<file path="src/rtl/hazard_pkg.sv">
// Shared encodings and the register-match rule for the hazard/scoreboard unit.
package hazard_pkg;

  localparam logic [1:0] FW_RF = 2'd0;
  localparam logic [1:0] FW_M  = 2'd1;
  localparam logic [1:0] FW_W  = 2'd2;

  // Widest register address the match helper accepts; callers zero-extend.
  localparam int MAX_AW = 16;

  typedef enum logic {
    MC_IDLE,
    MC_BUSY
  } mc_state_e;

  function automatic logic reg_match(input logic [MAX_AW-1:0] a,
                                     input logic [MAX_AW-1:0] b,
                                     input logic              en,
                                     input logic              r0_hw);
    return en && (a == b) && !(r0_hw && (a == '0));
  endfunction

endpackage

</file>
<file path="src/rtl/hazard_fwd_sel.sv">
// Single-source EX forward selector: MEM result beats WB result, else register file.
module hazard_fwd_sel
  import hazard_pkg::*;
#(
  parameter int AW           = 5,
  parameter bit R0_HARDWIRED = 1'b0
) (
  input  logic [AW-1:0] ra,
  input  logic          used,
  input  logic [AW-1:0] wa_m,
  input  logic          wen_m,
  input  logic [AW-1:0] wa_w,
  input  logic          wen_w,
  output logic [1:0]    fw
);

  logic hit_m;
  logic hit_w;

  always_comb begin
    hit_m = used && reg_match(MAX_AW'(ra), MAX_AW'(wa_m), !wen_m, R0_HARDWIRED);
    hit_w = used && reg_match(MAX_AW'(ra), MAX_AW'(wa_w), !wen_w, R0_HARDWIRED);
    fw    = FW_RF;
    if (hit_m)      fw = FW_M;
    else if (hit_w) fw = FW_W;
  end

endmodule

</file>
<file path="src/rtl/hazard_scoreboard_unit.sv">
// Load-use / forwarding hazard logic with a one-entry multi-cycle op scoreboard.
//   state   | meaning
//   MC_IDLE | mc_cnt == 0, no multi-cycle result outstanding
//   MC_BUSY | mc_cnt  > 0, result for mc_dst pending; write issued when mc_cnt == 1
module hazard_scoreboard_unit
  import hazard_pkg::*;
#(
  parameter int AW           = 5,
  parameter int NSRC         = 2,
  parameter int LOAD_LAT     = 1,
  parameter int MC_LAT       = 8,
  parameter bit R0_HARDWIRED = 1'b0
) (
  input  logic               CLK,
  input  logic               RSTN,
  input  logic [NSRC*AW-1:0] RA_D,
  input  logic [NSRC-1:0]    SrcUsed_D,
  input  logic [AW-1:0]      WA_D,
  input  logic               WEN_D,
  input  logic               MCOp_D,
  input  logic [NSRC*AW-1:0] RA_E,
  input  logic [NSRC-1:0]    SrcUsed_E,
  input  logic [AW-1:0]      WA_E,
  input  logic               Load_E,
  input  logic               MCOp_E,
  input  logic [AW-1:0]      WA_M,
  input  logic               WEN_M,
  input  logic [AW-1:0]      WA_W,
  input  logic               WEN_W,
  input  logic               BrFlush,
  output logic               PCWrite,
  output logic               FDWrite,
  output logic               DEFlush,
  output logic [2*NSRC-1:0]  FW,
  output logic               MCBusy,
  output logic               MCWrite,
  output logic [AW-1:0]      MCWA
);

  localparam int MCW = $clog2(MC_LAT + 1);
  localparam int LDW = $clog2(LOAD_LAT + 1);

  logic [MCW-1:0] mc_cnt_q, mc_cnt_d;
  logic [AW-1:0]  mc_dst_q, mc_dst_d;
  logic [LDW-1:0] ld_cnt_q, ld_cnt_d;

  mc_state_e mc_state;
  logic      ld_hit, ld_trig, ld_stall;
  logic      mc_raw, mc_stall, stall;

  for (genvar i = 0; i < NSRC; i++) begin : g_fwd
    hazard_fwd_sel #(.AW(AW), .R0_HARDWIRED(R0_HARDWIRED)) u_fwd_sel (
      .ra    (RA_E[i*AW +: AW]),
      .used  (SrcUsed_E[i]),
      .wa_m  (WA_M),
      .wen_m (WEN_M),
      .wa_w  (WA_W),
      .wen_w (WEN_W),
      .fw    (FW[2*i +: 2])
    );
  end

  always_ff @(posedge CLK or negedge RSTN) begin
    if (!RSTN) begin
      mc_cnt_q <= '0;
      mc_dst_q <= '0;
      ld_cnt_q <= '0;
    end else begin
      mc_cnt_q <= mc_cnt_d;
      mc_dst_q <= mc_dst_d;
      ld_cnt_q <= ld_cnt_d;
    end
  end

  always_comb begin
    ld_hit = 1'b0;
    mc_raw = 1'b0;
    for (int i = 0; i < NSRC; i++) begin
      if (reg_match(MAX_AW'(RA_D[i*AW +: AW]), MAX_AW'(WA_E), SrcUsed_D[i], R0_HARDWIRED))
        ld_hit = Load_E;
      if (reg_match(MAX_AW'(RA_D[i*AW +: AW]), MAX_AW'(mc_dst_q), SrcUsed_D[i], R0_HARDWIRED))
        mc_raw = 1'b1;
    end

    mc_state = (mc_cnt_q == '0) ? MC_IDLE : MC_BUSY;
    mc_cnt_d = mc_cnt_q;
    mc_dst_d = mc_dst_q;
    MCBusy   = 1'b0;
    MCWrite  = 1'b0;
    mc_stall = 1'b0;
    case (mc_state)
      MC_IDLE: begin
        if (MCOp_E) begin
          mc_cnt_d = MCW'(MC_LAT);
          mc_dst_d = WA_E;
        end
      end
      MC_BUSY: begin
        MCBusy   = 1'b1;
        mc_cnt_d = mc_cnt_q - MCW'(1);
        MCWrite  = (mc_cnt_q == MCW'(1));
        mc_stall = mc_raw || MCOp_D ||
                   reg_match(MAX_AW'(WA_D), MAX_AW'(mc_dst_q), !WEN_D, R0_HARDWIRED);
      end
      default: ;
    endcase
    MCWA = mc_dst_q;
  end

  always_comb begin
    ld_trig  = ld_hit && (ld_cnt_q == '0);
    ld_stall = ld_trig || (ld_cnt_q != '0);
    ld_cnt_d = ld_cnt_q;
    // A resolved branch kills the stalled D instruction, so any pending load bubble is moot.
    if (BrFlush)                ld_cnt_d = '0;
    else if (ld_cnt_q != '0)    ld_cnt_d = ld_cnt_q - LDW'(1);
    else if (ld_trig)           ld_cnt_d = LDW'(LOAD_LAT - 1);

    stall   = (ld_stall || mc_stall) && !BrFlush;
    PCWrite = !stall;
    FDWrite = !stall;
    DEFlush = stall;
  end

endmodule

</file>
<file path="config.mk">
export PLATFORM = sky130hd
export DESIGN_NAME = hazard_scoreboard_unit
export DESIGN_NICKNAME = d
export VERILOG_FILES = /design/src/rtl/hazard_pkg.sv /design/src/rtl/hazard_fwd_sel.sv /design/src/rtl/hazard_scoreboard_unit.sv
export SDC_FILE = /design/constraint.sdc
export NUM_CORES = 1
export LEC_CHECK = 0
export ABC_AREA = 1
export BUFFER_PORTS_ARGS = -buffer_cell sky130_fd_sc_hd__buf_2
export CELL_PAD_IN_SITES_DETAIL_PLACEMENT = 1
export CELL_PAD_IN_SITES_GLOBAL_PLACEMENT = 1
export CORE_MARGIN = 2
export CORE_UTILIZATION = 27
export DETAILED_ROUTE_END_ITERATION = 10
export PLACE_DENSITY = 0.88
export SLEW_MARGIN = 20
export SYNTH_ARGS = -nofsm -noshare
export SYNTH_HDL_FRONTEND = slang
export SYNTH_SLANG_ARGS = --single-unit
</file>
<file path="constraint.sdc">
create_clock -name CLK -period 2 [get_ports CLK]
set_input_delay 0.6 -clock CLK [delete_from_list [all_inputs] [get_ports CLK]]
set_output_delay 0.6 -clock CLK [all_outputs]
set_load 0.005 [all_outputs]
</file>
; ---- Yosys cells after proc, flatten, opt, wreduce, memory -nomap -nowiden
; Cells that the tools add are included.
[word_totals]
input_bits = 53
regBits = 10
[op_classes]
n_bitwise = 1
n_addsub = 2
muxes = 15
eq_ne = 11
reduce_logical = 26
[ops]
columns = operator, count
row1 = equality test 5 bit, 9
row2 = logical AND 1 bit, 15
row3 = 2-to-1 mux 1 bit, 9
row4 = 2-to-1 mux 2 bit, 4
row5 = one-hot mux 4 bit (2 select lines), 1
row6 = logical NOT 1 bit, 5
row7 = "equality test 4 x 1 -> 1 bit, second input constant", 1
row8 = logical NOT 4 bit, 1
row9 = logical OR 1 bit, 4
row10 = 2-to-1 mux 4 bit, 1
row11 = "subtractor 4 x 1 -> 4 bit, second input constant", 1
row12 = "!= test 2 bit, second input constant", 1
row13 = AND reduction 2 bit, 1
row14 = inverter 1 bit, 1
row15 = "subtractor 1 bit, second input constant", 1

; ---- Depth between registers and ports, before layout
[depth]
word_depth = 10
ltp_mapped = 10
ltp_nobuf = 9

; ---- Modules after synthesis
; A second synthesis with hierarchy kept.
[unflattened]
hier_cells = 251
hier_area_um2 = 1300.0
[by_module_without_submodules]
columns = mod, n_inst, area_per_inst_um2, cells_per_inst, seq_area_each_um2
row1 = hazard_scoreboard_unit, 1, 844.6, 149, 225.2
row2 = hazard_fwd_sel, 2, 227.7, 51, 0.0

; ---- Worst setup path before layout
; Ideal clock, no wire load.
[synth_path]
path_kind = input -> output
startpoint = input WA_E[4]
endpoint = output PCWrite
arrival_ps = 1363
path_stages = 9
n_path_buf = 1
setup_slack_ps = 37
required_time_ps = 1400
cell_sequence = inv_1 > nor2_1 > nor3_1 > nand3_1 > nand2_1 > nand2_1 > nand2_1 > nand2_1 > buf_4
[synth_via]
elab_chain_cells = 9
elab_cells_between_ends = 11
cone_classes = eq/ne: 2 / mux: 2 / reduce/logical: 7
[synth_lines]
columns = item, line
row1 = from (decl), hazard_scoreboard_unit.sv:23  ; input logic [AW-1:0] WA_E,
row2 = equality test 5 bit, hazard_pkg.sv:20  ; return en && (a == b) && !(r0_hw && (a == '0));
row3 = logical AND 1 bit, hazard_pkg.sv:20
row4 = 2-to-1 mux 1 bit, hazard_scoreboard_unit.sv:79  ; if (reg_match(MAX_AW'(RA_D[i*AW +: AW]), MAX_AW'(WA_E), SrcUsed_D[i], R0_HARDWIRED))
row5 = 2-to-1 mux 1 bit *, hazard_scoreboard_unit.sv:79
row6 = logical AND 1 bit *, hazard_scoreboard_unit.sv:111  ; ld_trig = ld_hit && (ld_cnt_q == '0);
row7 = logical OR 1 bit *, hazard_scoreboard_unit.sv:112  ; ld_stall = ld_trig || (ld_cnt_q != '0);
row8 = logical OR 1 bit *, hazard_scoreboard_unit.sv:119  ; stall = (ld_stall || mc_stall) && !BrFlush;
row9 = logical AND 1 bit *, hazard_scoreboard_unit.sv:119
row10 = logical NOT 1 bit *, -
row11 = to (decl), hazard_scoreboard_unit.sv:31  ; output logic PCWrite,
; Every way passes the cells marked *; elsewhere a longest branch is shown, timed or not.

; ---- Worst setup path in the final report
[layout_path]
startpoint = input WA_E[4]
endpoint = output FDWrite
[layout_via]
elab_chain_cells = 9
elab_cells_between_ends = 11
cone_classes = eq/ne: 2 / mux: 2 / reduce/logical: 7
[layout_lines]
columns = item, line
row1 = equality test 5 bit, hazard_pkg.sv:20
row2 = logical AND 1 bit, hazard_pkg.sv:20
row3 = 2-to-1 mux 1 bit, hazard_scoreboard_unit.sv:79
row4 = 2-to-1 mux 1 bit *, hazard_scoreboard_unit.sv:79
row5 = logical AND 1 bit *, hazard_scoreboard_unit.sv:111
row6 = logical OR 1 bit *, hazard_scoreboard_unit.sv:112
row7 = logical OR 1 bit *, hazard_scoreboard_unit.sv:119
row8 = logical AND 1 bit *, hazard_scoreboard_unit.sv:119
row9 = logical NOT 1 bit *, hazard_scoreboard_unit.sv:121  ; FDWrite = !stall;
row10 = to (decl), hazard_scoreboard_unit.sv:32  ; output logic FDWrite,
; Marked as above.

==> metrics.txt <==
sequence of cells on the critical path buf_2 -> inv_2 -> nor2_1 -> nor3_2 -> nand3_1 -> nand2_2 -> nand2_2 -> nand2_1 -> nand2_1 -> buf_2; r2r worst-path depth 6; CP required 1.40 ns; share of the synthesized area in the top cell type 20.5%; Placed Instances 324; die height 69.4 µm; Int Pwr 0.000814 W; CP Depth 10; drt drc 0; CP endpoint FDWrite; post-synthesis sequential area ratio 19.5%; area grow syn2layout 59.0%; Max-Cap Viols 0; distinct cell type count after synthesis 25; Clock Pin Slew Worst Setup and Hold Paths 0.05 ns; Fillers 577; Post-synth top cells nand2_1, nor2_1, inv_1, dfrtp_1; wire length per cell 14.1 µm; global-route wire length before repair 7.36 mm; CP Class in2out; Via density 4.75; combinational power share 60.4%; Yosys top cell by area nand2_1; CP startpoint kind input port; RSZ-0062 raised after global routing yes; Vias 1,576; Crit path buffers/inverters 3; Yosys Warn Count 0; row count 23; Core Box Area 4060 µm²; Ports 67; final clock skew 0.00588 ns; Avg Inst Size Synth 5.60 µm²; PwrDens 840 nW/µm²; leakage 1.03 nW; via count of the first global-routing pass 1,633; pin count of the biggest net entering global routing 12; nets@finish 336; worst slack at placement -0.197 ns; Area contributors post-synth nand2_1, dfrtp_1, nor2_1; RR Endpoint MCWA[1]; Mapped Nets 259; CTS tree yes; Mapped Area 1150 µm²; Worst Setup SP WA_E[4]; final setup fails 3; clk sink count 9; Critical Path Fanout Max 4; H-tree levels 1; Psw 0.000725 W; GR Util All Layers 18.6%; Finished Layout Cells 332; TritonCTS buffer count 3; maximum vdd drop 0.000414 V; ant diodes 0; Tcrit/Tclk final 107%; worst-skew pair later-pin latency 0.24 ns; final wirelength 4.68 mm; Max Freq 468 MHz; antenna-violating nets left 0; cells after synthesis 206; Seq pwr share 25.0%; Critical Path Max Stage Delay 0.19 ns; initial DRC count 25; dpl hpwl 3.75 mm; Slew headroom 81.8%; Root Driver clkbuf_8; initial antenna violation count 0; RR Startpoint mc_cnt_q[2]; setup ws final -0.137 ns; Top delay family on crit path simple AND/OR/NAND/NOR gates; Synth async-reset ratio 100%; failing checks setup timing; GP Congestion 0.852; max-slew violations 0; status finished, violations left; number of flops mapped to enable cells by yosys 0; Final Instance Area 1830 µm²; initial core utilization 28.4%; Hold WS 0.203 ns; Fin. Hold Viols 0; CP Capture Type primary output; Die ar. 4810 µm²; clk buf depth 2; Synth Register Bits 9; cell with the most instances after synthesis nand2_1; total grt overflow 0; Synth Flop Type dfrtp_1; share of layout cells above drive strength 1 48.6%; Slowest-stage cell, CP nor3_2; minimum clock period 2.14 ns; flop2flop setup slack 0.64 ns; switching share of power 47.1%; Die X 69.4 µm; Clk pwr share 14.6%; Worst EP arrival 1.54 ns; Post-DP Area 1560 µm²; I/O Buffers 66; min-delay worst type in2async; DR pass1 iterations 4; pin slew with the least headroom to its limit 0.272 ns
-- area by class of cell --
cell class                      instances  area, µm²  share of cell area, %
Timing Repair Buffer                   76        488                   26.6
Inverter                               41        171                   9.35
Multi-Input combinational cell        152        837                   45.6
Sequential cell                         9        230                   12.6
Clock buffer                            4       45.0                   2.46
Tap cell                               50       62.6                   3.41
-- worst min-delay path by stage --
stage,start,to,slack (ns),cells after the start
after CTS,RSTN,mc_cnt_q[2],0.21,1
final,RSTN,mc_cnt_q[1],0.20,1
after floorplan,RSTN,MCWA[0],0.30,0
after global routing,RSTN,mc_cnt_q[1],0.21,1
after detailed placement,RSTN,mc_cnt_q[3],0.46,1
after global placement,RSTN,mc_cnt_q[2],0.46,1
-- stage by stage --
stage	utilization [%]	total power (W)	TNS [ns]
6_report	45.2	0.00154	-0.403
5_1_grt	45.2	0.00166	-0.680
4_1_cts	42.9	0.00148	-0.362
2_1_floorplan	-	0.000848	0
3_3_place_gp	38.4	0.00109	-0.407
3_5_place_dp	38.4	0.00115	-0.630
-- kinds of logic (layout without fill, tap and decap cells) --
logic type	count (synthesis)	count (layout)	synth area share (%)
AOI/OAI and AO/OA	30	30	18.3
buffers and inverters	45	121	16.3
xor gates and xnor gates	7	7	5.31
and+or+nand+nor	115	115	40.6
DFF	9	9	19.5
-- metal layers --
metal	GRT usage [%]	wire length, µm	up-vias
met2	33.3	2360	42
met1	22.5	2060	732
met3	3.78	212	7
met5	0	0	-
met4	4.58	47	0
li1	-	-	795
-- flip-flops by register name, indices dropped and copies added, names as in the netlist --
register  flops
MCWA          5
mc_cnt_q      4
-- placed cells by master (no fill, tap or decap), drive strengths merged --
master | Yosys | routed
a211oi | 1 | 1
a21oi | 6 | 6
a221oi | 2 | 2
buf | 4 | 76
clkbuf | 0 | 4
dfrtp | 9 | 9
inv | 41 | 41
nand2 | 64 | 64
nand3 | 6 | 6
nand4 | 3 | 3
nor2 | 38 | 38
nor3 | 3 | 3
o2111ai | 2 | 2
o211ai | 1 | 1
o21ai | 12 | 12
o22ai | 6 | 6
or2 | 1 | 1
xnor2 | 3 | 3
xor2 | 4 | 4
-- timing repair --
action,CTS,global route
setup buffers,4,0
hold buffers,0,0
pin swaps,21,14
endpoints found under the setup margin,5,7
resized for setup,34,27
-- power groups by stage --
stage	Clock, W	Combinational (W)	Sequential [W]
floorplan	0	0.000490	0.000358
global placement	0	0.000717	0.000374
detailed placement	0	0.000772	0.000382
CTS	0.000219	0.000877	0.000379
global route	0.000234	0.00103	0.000401
finish	0.000225	0.000931	0.000385
Power figures use the tool's default switching activity.
